**src/rtl/frame_header_gen.sv**
```systemverilog
// Streams a complete ProRes frame header into the bit packer as (val, size_of_bit)
// beats: 23 fixed fields, then the optional luma and chroma quantisation matrices.
// One header is produced per accepted start. The beat stream honours out_ready, and
// flush_bit marks the last beat.
//
// Ports
//   clock, reset_n              clock, asynchronous active-low reset
//   start                       request one header (accepted in IDLE only)
//   frame_size .. alpha_*       header field values, captured when start is accepted
//   load_luma/chroma_qmat       include the luma / chroma matrix
//   y_qmat, c_qmat              matrices, entry k at bits [8k+7:8k]
//   out_ready                   downstream accepts the current beat
//   output_enable               beat valid
//   val, size_of_bit            field value (right-justified) and field length in bits
//   flush_bit                   final beat of the header
//   busy, done                  header in progress / one-cycle completion pulse
module frame_header_gen #(
    parameter int unsigned VAL_W         = 64,
    parameter int unsigned QMAT_PER_BEAT = 1,
    parameter logic [31:0] ENCODER_ID    = 32'h4c617663
) (
    input  logic             clock,
    input  logic             reset_n,
    input  logic             start,
    input  logic [31:0]      frame_size,
    input  logic [15:0]      horizontal,
    input  logic [15:0]      vertical,
    input  logic [1:0]       chroma_format,
    input  logic [1:0]       interlace_mode,
    input  logic [3:0]       aspect_ratio_information,
    input  logic [3:0]       frame_rate_code,
    input  logic [7:0]       color_primaries,
    input  logic [7:0]       transfer_characteristic,
    input  logic [7:0]       matrix_coefficients,
    input  logic [3:0]       alpha_channel_type,
    input  logic             load_luma_qmat,
    input  logic             load_chroma_qmat,
    input  logic [511:0]     y_qmat,
    input  logic [511:0]     c_qmat,
    input  logic             out_ready,
    output logic             output_enable,
    output logic [VAL_W-1:0] val,
    output logic [VAL_W-1:0] size_of_bit,
    output logic             flush_bit,
    output logic             busy,
    output logic             done
);

    localparam int unsigned IDX_W     = 6;
    localparam int unsigned FIELD_CNT = 23;
    localparam int unsigned MAT_BEATS = 64 / QMAT_PER_BEAT;
    localparam logic [IDX_W-1:0] LAST_FIELD = IDX_W'(FIELD_CNT - 1);
    localparam logic [IDX_W-1:0] LAST_MAT   = IDX_W'(MAT_BEATS - 1);

    typedef enum logic [2:0] {IDLE, FIELDS, LUMA, CHROMA, DONE} state_t;

    typedef struct packed {
        logic [31:0]  frame_size;
        logic [15:0]  horizontal;
        logic [15:0]  vertical;
        logic [1:0]   chroma_format;
        logic [1:0]   interlace_mode;
        logic [3:0]   aspect;
        logic [3:0]   frame_rate;
        logic [7:0]   primaries;
        logic [7:0]   transfer;
        logic [7:0]   matrix;
        logic [3:0]   alpha;
        logic         load_luma;
        logic         load_chroma;
        logic [511:0] y_qmat;
        logic [511:0] c_qmat;
    } hdr_cfg_t;

    typedef struct packed {
        logic [VAL_W-1:0] val;
        logic [VAL_W-1:0] size;
    } beat_t;

    // Fixed header field i of configuration c.
    function automatic beat_t field_beat(input hdr_cfg_t c, input logic [IDX_W-1:0] i);
        beat_t       b;
        logic [31:0] v;
        logic [5:0]  sz;
        logic [15:0] hdr;
        hdr = 16'd20 + (c.load_luma ? 16'd64 : 16'd0) + (c.load_chroma ? 16'd64 : 16'd0);
        v   = '0;
        sz  = '0;
        case (i)
            6'd0:  begin v = c.frame_size;           sz = 6'd32; end
            6'd1:  begin v = 32'h69637066;           sz = 6'd32; end
            6'd2:  begin v = 32'(hdr);               sz = 6'd16; end
            6'd3:  sz = 6'd8;
            6'd4:  sz = 6'd8;
            6'd5:  begin v = ENCODER_ID;             sz = 6'd32; end
            6'd6:  begin v = 32'(c.horizontal);      sz = 6'd16; end
            6'd7:  begin v = 32'(c.vertical);        sz = 6'd16; end
            6'd8:  begin v = 32'(c.chroma_format);   sz = 6'd2;  end
            6'd9:  sz = 6'd2;
            6'd10: begin v = 32'(c.interlace_mode);  sz = 6'd2;  end
            6'd11: sz = 6'd2;
            6'd12: begin v = 32'(c.aspect);          sz = 6'd4;  end
            6'd13: begin v = 32'(c.frame_rate);      sz = 6'd4;  end
            6'd14: begin v = 32'(c.primaries);       sz = 6'd8;  end
            6'd15: begin v = 32'(c.transfer);        sz = 6'd8;  end
            6'd16: begin v = 32'(c.matrix);          sz = 6'd8;  end
            6'd17: begin v = 32'd4;                  sz = 6'd4;  end
            6'd18: begin v = 32'(c.alpha);           sz = 6'd4;  end
            6'd19: sz = 6'd8;
            6'd20: sz = 6'd6;
            6'd21: begin v = 32'(c.load_luma);       sz = 6'd1;  end
            6'd22: begin v = 32'(c.load_chroma);     sz = 6'd1;  end
            default: ;
        endcase
        b.val  = VAL_W'(v);
        b.size = VAL_W'(sz);
        return b;
    endfunction

    // Matrix beat j: entries j*N .. j*N+N-1, lowest index in the top byte.
    function automatic beat_t mat_beat(input logic [511:0] q, input logic [IDX_W-1:0] j);
        beat_t            b;
        logic [VAL_W-1:0] v;
        logic [8:0]       bit_lo;
        v = '0;
        for (int unsigned m = 0; m < QMAT_PER_BEAT; m++) begin
            bit_lo = 9'(8 * (32'(j) * QMAT_PER_BEAT + m));
            v = (v << 8) | VAL_W'(q[bit_lo +: 8]);
        end
        b.val  = v;
        b.size = VAL_W'(8 * QMAT_PER_BEAT);
        return b;
    endfunction

    state_t           state_q, state_d;
    logic [IDX_W-1:0] idx_q, idx_d, idx_inc;
    hdr_cfg_t         cfg_q, cfg_d, cfg_in;
    logic             oe_q, oe_d, flush_q, flush_d, busy_q, busy_d, done_q, done_d;
    logic [VAL_W-1:0] val_q, val_d, size_q, size_d;
    logic             fire, load, finish;
    beat_t            nxt;

    assign cfg_in = '{frame_size: frame_size, horizontal: horizontal, vertical: vertical,
                      chroma_format: chroma_format, interlace_mode: interlace_mode,
                      aspect: aspect_ratio_information, frame_rate: frame_rate_code,
                      primaries: color_primaries, transfer: transfer_characteristic,
                      matrix: matrix_coefficients, alpha: alpha_channel_type,
                      load_luma: load_luma_qmat, load_chroma: load_chroma_qmat,
                      y_qmat: y_qmat, c_qmat: c_qmat};

    // State, shadow configuration and output registers.
    always_ff @(posedge clock or negedge reset_n) begin
        if (!reset_n) begin
            state_q <= IDLE;
            idx_q   <= '0;
            cfg_q   <= '0;
            oe_q    <= 1'b0;
            val_q   <= '0;
            size_q  <= '0;
            flush_q <= 1'b0;
            busy_q  <= 1'b0;
            done_q  <= 1'b0;
        end else begin
            state_q <= state_d;
            idx_q   <= idx_d;
            cfg_q   <= cfg_d;
            oe_q    <= oe_d;
            val_q   <= val_d;
            size_q  <= size_d;
            flush_q <= flush_d;
            busy_q  <= busy_d;
            done_q  <= done_d;
        end
    end

    // Next state and next beat; a new beat is loaded only on a transfer.
    always_comb begin
        state_d = state_q;
        idx_d   = idx_q;
        cfg_d   = cfg_q;
        oe_d    = oe_q;
        val_d   = val_q;
        size_d  = size_q;
        flush_d = flush_q;
        busy_d  = busy_q;
        done_d  = 1'b0;
        nxt     = '0;
        load    = 1'b0;
        finish  = 1'b0;
        fire    = oe_q && out_ready;
        idx_inc = idx_q + 6'd1;

        case (state_q)
            IDLE: begin
                if (start) begin
                    cfg_d   = cfg_in;
                    state_d = FIELDS;
                    idx_d   = '0;
                    nxt     = field_beat(cfg_in, '0);
                    load    = 1'b1;
                    flush_d = 1'b0;
                end
            end
            FIELDS: begin
                if (fire) begin
                    if (idx_q == LAST_FIELD) begin
                        idx_d = '0;
                        if (cfg_q.load_luma) begin
                            state_d = LUMA;
                            nxt     = mat_beat(cfg_q.y_qmat, '0);
                            load    = 1'b1;
                            flush_d = 1'b0;
                        end else if (cfg_q.load_chroma) begin
                            state_d = CHROMA;
                            nxt     = mat_beat(cfg_q.c_qmat, '0);
                            load    = 1'b1;
                            flush_d = 1'b0;
                        end else begin
                            finish = 1'b1;
                        end
                    end else begin
                        idx_d   = idx_inc;
                        nxt     = field_beat(cfg_q, idx_inc);
                        load    = 1'b1;
                        flush_d = (idx_inc == LAST_FIELD) && !cfg_q.load_luma && !cfg_q.load_chroma;
                    end
                end
            end
            LUMA: begin
                if (fire) begin
                    if (idx_q == LAST_MAT) begin
                        idx_d = '0;
                        if (cfg_q.load_chroma) begin
                            state_d = CHROMA;
                            nxt     = mat_beat(cfg_q.c_qmat, '0);
                            load    = 1'b1;
                            flush_d = 1'b0;
                        end else begin
                            finish = 1'b1;
                        end
                    end else begin
                        idx_d   = idx_inc;
                        nxt     = mat_beat(cfg_q.y_qmat, idx_inc);
                        load    = 1'b1;
                        flush_d = (idx_inc == LAST_MAT) && !cfg_q.load_chroma;
                    end
                end
            end
            CHROMA: begin
                if (fire) begin
                    if (idx_q == LAST_MAT) begin
                        idx_d  = '0;
                        finish = 1'b1;
                    end else begin
                        idx_d   = idx_inc;
                        nxt     = mat_beat(cfg_q.c_qmat, idx_inc);
                        load    = 1'b1;
                        flush_d = (idx_inc == LAST_MAT);
                    end
                end
            end
            DONE: begin
                state_d = IDLE;
            end
            default: state_d = IDLE;
        endcase

        if (load) begin
            oe_d   = 1'b1;
            busy_d = 1'b1;
            val_d  = nxt.val;
            size_d = nxt.size;
        end
        if (finish) begin
            state_d = DONE;
            oe_d    = 1'b0;
            busy_d  = 1'b0;
            done_d  = 1'b1;
            val_d   = '0;
            size_d  = '0;
            flush_d = 1'b0;
        end
    end

    assign output_enable = oe_q;
    assign val           = val_q;
    assign size_of_bit   = size_q;
    assign flush_bit     = flush_q;
    assign busy          = busy_q;
    assign done          = done_q;

endmodule

```
**config.mk**
```make
export PLATFORM = sky130hd
export DESIGN_NAME = frame_header_gen
export DESIGN_NICKNAME = d
export VERILOG_FILES = /design/src/rtl/frame_header_gen.sv
export SDC_FILE = /design/constraint.sdc
export NUM_CORES = 2
export LEC_CHECK = 0
export ABC_AREA = 1
export ABC_CLOCK_PERIOD_IN_PS = 2700
export BUFFER_PORTS_ARGS = -buffer_cell sky130_fd_sc_hd__buf_2
export CORE_AREA = 2 2 496 498
export CTS_CLUSTER_DIAMETER = 60
export DETAILED_ROUTE_END_ITERATION = 12
export DIE_AREA = 0 0 498 500
export GPL_ROUTABILITY_DRIVEN = 0
export PLACE_DENSITY = 0.45
export SYNTH_ARGS = -nofsm -noshare
export SYNTH_HDL_FRONTEND = slang
export SYNTH_SLANG_ARGS = --single-unit
export TNS_END_PERCENT = 50
```
**constraint.sdc**
```tcl
create_clock -name clock -period 2.7 [get_ports clock]
set_input_delay 0.675 -clock clock [delete_from_list [all_inputs] [get_ports clock]]
set_output_delay 0.675 -clock clock [all_outputs]
set_load 0.02 [all_outputs]
```
Yosys cells after proc, flatten, opt, wreduce, memory -nomap -nowiden

Index checks and enable logic that the tools add are counted.

Shift-type cells: 2
Mux-type cells: 66
Add/subtract/negate cells: 3
Reduce and logical (&&, ||, !) cells: 22
Eq/ne operators: 39

Operator list:

| operator                                                               | number |
|---|---|
| 512-bit by 10-bit indexed part select with 8-bit output                | 2 |
| 32-bit case mux with 17 select lines                                   | 1 |
| 128-bit 2-to-1 mux                                                     | 4 |
| 128-bit case mux with 4 select lines                                   | 1 |
| 72-bit 2-to-1 mux                                                      | 4 |
| 64-bit 2-to-1 mux                                                      | 4 |
| 96-bit 2-to-1 mux                                                      | 1 |
| 6-bit by 4-bit equality test with 1-bit output (second input constant) | 8 |
| 6-bit by 5-bit equality test with 1-bit output (second input constant) | 8 |
| 6-bit case mux with 7 select lines                                     | 1 |
| 1-bit 2-to-1 mux                                                       | 30 |
| 6-bit 2-to-1 mux                                                       | 5 |
| 6-bit by 3-bit equality test with 1-bit output (second input constant) | 4 |
| 3-bit 2-to-1 mux                                                       | 8 |
| 3-bit != test (second input constant)                                  | 7 |
| 6-bit case mux with 3 select lines                                     | 1 |
| 7-bit 2-to-1 mux                                                       | 2 |
| 6-bit by 2-bit equality test with 1-bit output (second input constant) | 2 |
| 6-bit equality test (second input constant)                            | 2 |
| 3-bit case mux with 4 select lines                                     | 1 |
| 6-bit AND reduction                                                    | 2 |
| 8-bit by 7-bit adder with 9-bit output                                 | 1 |
| 5-bit by 7-bit adder with 8-bit output (first input constant)          | 1 |
| 1-bit case mux with 4 select lines                                     | 2 |
| other kinds (20)                                                       | 30 |

Output and inout port bits: 132
Input bits: 1134
Logic and storage cells: 154
Flip-flop bits (word level): 1270

Logic depth before layout (Yosys ltp)

Depth after elaboration: 9
Gate-level depth with buffers: 19
Gate-level depth less buffers: 17

Least setup slack after synthesis

No wires, ideal clock.

Path kind: reg2reg
Start point: register idx_q[0]
End point: register val_q[2], in the netlist val[2]
Clock period less this slack: 2.905 ns
Arrival time: 2.786 ns
Slack: -0.205 ns
Cell stages (with the launch flop): 20
Data required time: 2.581 ns
Buffers on the path: 6
Library setup time: 0.119 ns
Cells stage by stage: dfrtp_1 -> buf_4 -> inv_2 -> clkbuf_1 -> clkbuf_1 -> ha_1 -> buf_2 -> buf_2 -> buf_1 -> a21oi_1 -> o21ai_0 -> o21ai_0 -> nand2_1 -> nand2_1 -> o21ai_0 -> nand4_1 -> nand2_1 -> nand2_1 -> nor2_1 -> nand2_1

Longest elaborated chain between the ends: 8
Elaborated cells on any way between the ends: 47
Those cells by class: add/sub: 1; eq/ne: 18; shift: 2; mux: 24; reduce/logical: 2

RTL lines:

| item                                                                           | line | RTL |
|---|---|---|
| from (decl)                                                                    | 136  | `logic [IDX_W-1:0] idx_q, idx_d, idx_inc;` |
| from (signal assigned)                                                         | 165  | `idx_q <= idx_d;` |
| branches (longest 8 deep; another with 6-bit by 1-bit adder with 6-bit output) | n/a  |  |
| to (signal assigned)                                                           | 168  | `val_q <= val_d;` |
| to (decl)                                                                      | 139  | `logic [VAL_W-1:0] val_q, val_d, size_q, size_d;` |

Several ways; the timed one is not identified. The select of a mux whose other input is x is not followed.
A chain may end at the register's enable or synchronous reset.

Final worst setup path

Same ends and word-level chain as after synthesis.

==> out/results.txt <==
Worst R2R Setup Slack - -260 ps
Netlist cell types - 36
pin count of the biggest net entering global routing - 98
CTS Buf Count - 160
Cell Area, Synth - 56000 um2
pin slew with the least headroom to its limit - 681 ps
reg2reg start - idx_q[0]$_DFFE_PN0P_
met3 Use GR - 4.17%
Port Buffers - 1175
antenna violations before repair - 64
min cycle time layout - 2960 ps
Critical path origin - idx_q[0]$_DFFE_PN0P_
mux contribution to synthesized area - 0%
Longest Clk Path Bufs - 3
GR Util All Layers - 21.8%
post-synthesis compound-gate area fraction - 14.3%
Pwr Density - 1280 nW/um2
Post-Synth XOR/XNOR Area - 0%
Clk pin slew, worst setup/hold paths - 60 ps
Clk network pwr share - 22.3%
#FFs+latches synth - 1180
Routed Antenna Nets - 0
Hold Path Sink - cfg_q[255]$_DFFE_PN0P_
Most used DFF post-synth - dfrtp_1
nets - 9923
main combinational cell family by area after synthesis - simple AND/OR/NAND/NOR gates
relative slew slack - 54.1%
Hold Path Origin - c_qmat[255]
Hold Crit Depth - 3
met2 track demand over resource - 34.9%
Horiz. Die Dim - 498 um
Ys Warns - 0
synth top area cells - dfrtp_1, nand2_1, o21ai_0, inv_1, a21oi_1
total grt overflow - 0
Seq pwr share - 31.8%
Detailed Place HPWL - 218000 um
Multi-input gate area - 22700 um2
sequential area share after synthesis - 52.7%
RSZ-0062 raised after global routing - yes
Hold WS - 78.2 ps
Synth top area share - 52.7%
Hold WC Path Type - in2reg
DR vias/cell - 4.54
I/O pins - 1266
fin worst setup slack - -258 ps
Syn Inst Count - 7361
first-iteration detailed-routing DRC count - 4721
status - complete, but fails checks
layout cells sized above 1 - 22.9%
Simple-Gate Fraction of Synth Area - 24.7%
wire per inst - 23.1 um
post-route cell area - 75800 um2
met1 usage - 29.6%
Syn Area/Cell - 7.61 um2
area leader, netlist - dfrtp_1
total die area - 249000 um2
Period Utilization, post-route - 110%
worst-path fanout max - 8
Starting Density - 22.9%
post-synthesis adder-cell area fraction - 0.201%
fraction of registers with async set/reset - 100%
dpl cell area - 68200 um2
CTS H-tree lvls - 4
clock skew - 47.7 ps
startpoint types - flop
WP data required - 3370 ps
layout filler cell count - 26500
non-filler cells, final - 12200
worst path arrival time - 3630 ps
die height - 500 um
final slew viol count - 0
max_cap viols - 0
GR peak layer - met2
clock latency at the later pin of the worst-skew pair - 820 ps
Root Buffer Master - clkbuf_16
drt first pass iters - 8
leakage power - 38.6 nW
# placed instances - 11700
Net Sw Power - 0.0425 W
Reg2Reg Depth - 16
Setup CP Type - reg2reg
first-pass GRT wire length - 394000 um
crit path capture type - flop
TritonCTS clock tree - yes
CTS Sinks - 1180
area delta synth->final - 35.2%
cell internal pwr - 0.0545 W
vias - 55200
# rows - 182
Sw Ratio - 43.8%
Logic pwr share - 46.0%
Final Util - 31.0%
core area - 244000 um2
endpoints failing hold - 0
storage element area - 29500 um2
DRC violations left - 0
Peak VDD IR - 547 uV
Post-synth EDFFs - 0
RR Endpoint - val[2]$_DFFE_PN0P_
vias in the first global route - 54600
max frequency - 338 MHz
setup tns final - -1580 ps
setup violators final - 8
total length of routed wires - 281000 um
violated checks - negative setup slack
[per-stage QoR]
step,total power (W),worst slack [ps]
global placement,0.0726,-573
finish,0.0970,-258
CTS,0.0966,-255
floorplan,0.0519,23.0
global route,0.104,-373
detailed placement,0.0729,-562
[area by class of cell]
type                    count  area share (%)
clock buffers             221            5.95
multi-input cells        5195            30.0
flip-flops and latches   1180            39.0
clock inverters            69            1.14
repair buffers           1730            16.0
well taps                3220            5.32
diodes                     27          0.0892
inverters                 513            2.58
[layout by cell type (no fill, tap or decap), types with 36 or more instances in the layout]
master,instances
a21oi_1,312
buf_12,100
buf_2,1174
buf_4,325
clkbuf_1,36
clkbuf_16,172
conb_1,90
dfrtp_1,1179
dlygate4sd3_1,75
inv_1,498
nand2_1,3243
nand2_2,44
nand3_1,48
nand4_1,53
nor2_1,170
o211ai_1,178
o21ai_0,889
o21ai_1,65
[how the worst max path moves through the flow]
stage / endpoint / slack, ps / cells past startpoint
4_1_cts: val[5]$_DFFE_PN0P_ / -260 / 17
6_report: val[2]$_DFFE_PN0P_ / -260 / 16
5_1_grt: val[7]$_DFFE_PN0P_ / -370 / 17
3_5_place_dp: val[5]$_DFFE_PN0P_ / -560 / 15
2_1_floorplan: val[7]$_DFFE_PN0P_ / 20 / 19
3_3_place_gp: val[5]$_DFFE_PN0P_ / -570 / 15
[state kept, by name, summed over array words and instances (netlist names)]
name         cells
size_of_bit      6
state_q          3
cfg_q         1130
done             1
val             32
busy             1
flush_bit        1
idx_q            6
[metal layers]
metal,routed length (um),vias up
met1,124000,26700
li1,-,26000
met2,129000,2052
met4,8330,38
met5,255,-
met3,18600,390
[power groups by stage]
| stage | combinational, W | sequential (W) | clock, W |
|---|---|---|---|
| after CTS | 0.0436 | 0.0309 | 0.0222 |
| after global routing | 0.0494 | 0.0317 | 0.0229 |
| after global placement | 0.0416 | 0.0310 | 0 |
| after floorplan | 0.0226 | 0.0292 | 0 |
| final | 0.0446 | 0.0308 | 0.0216 |
| after detailed placement | 0.0418 | 0.0311 | 0 |
[what timing repair did]
action,CTS,global route
setup buffers,17,23
hold buffers,75,0
setup endpoints to repair,11,23
pin swaps,32,85
hold endpoints to repair,80,0
gates resized for setup,114,112
cloned,5,11
[cells by family after synthesis]
| kind of cell | after synthesis |
|---|---|
| other cells | 1 |
| flops | 1180 |
| fa+ha+maj | 9 |
| compound gates | 1491 |
| simple gates | 3605 |
| buf+inv | 1075 |
[critical path: stages, from the launching register on]
cell and delay [ps]:
dfrtp_4 510, inv_8 80, ha_4 250, buf_12 180, buf_12 150, buf_12 140, clkbuf_16 160, o211ai_1 110
nand2_1 130, nand2_1 90, nand4_1 330, nand2_1 180, nand3_1 90, o21bai_1 210, nand2_1 90, nand2_1 60
nand2_1 40
[Yosys cell counts, types with 23 or more instances]
cell and count:
nand2_1 3289, dfrtp_1 1180, o21ai_0 951, inv_1 500
clkbuf_1 345, a21oi_1 316, nor2_1 180, o211ai_1 178
buf_4 100, buf_2 93, nand3_1 56, nand4_1 53
buf_1 23
Power figures use the tool's default switching activity.
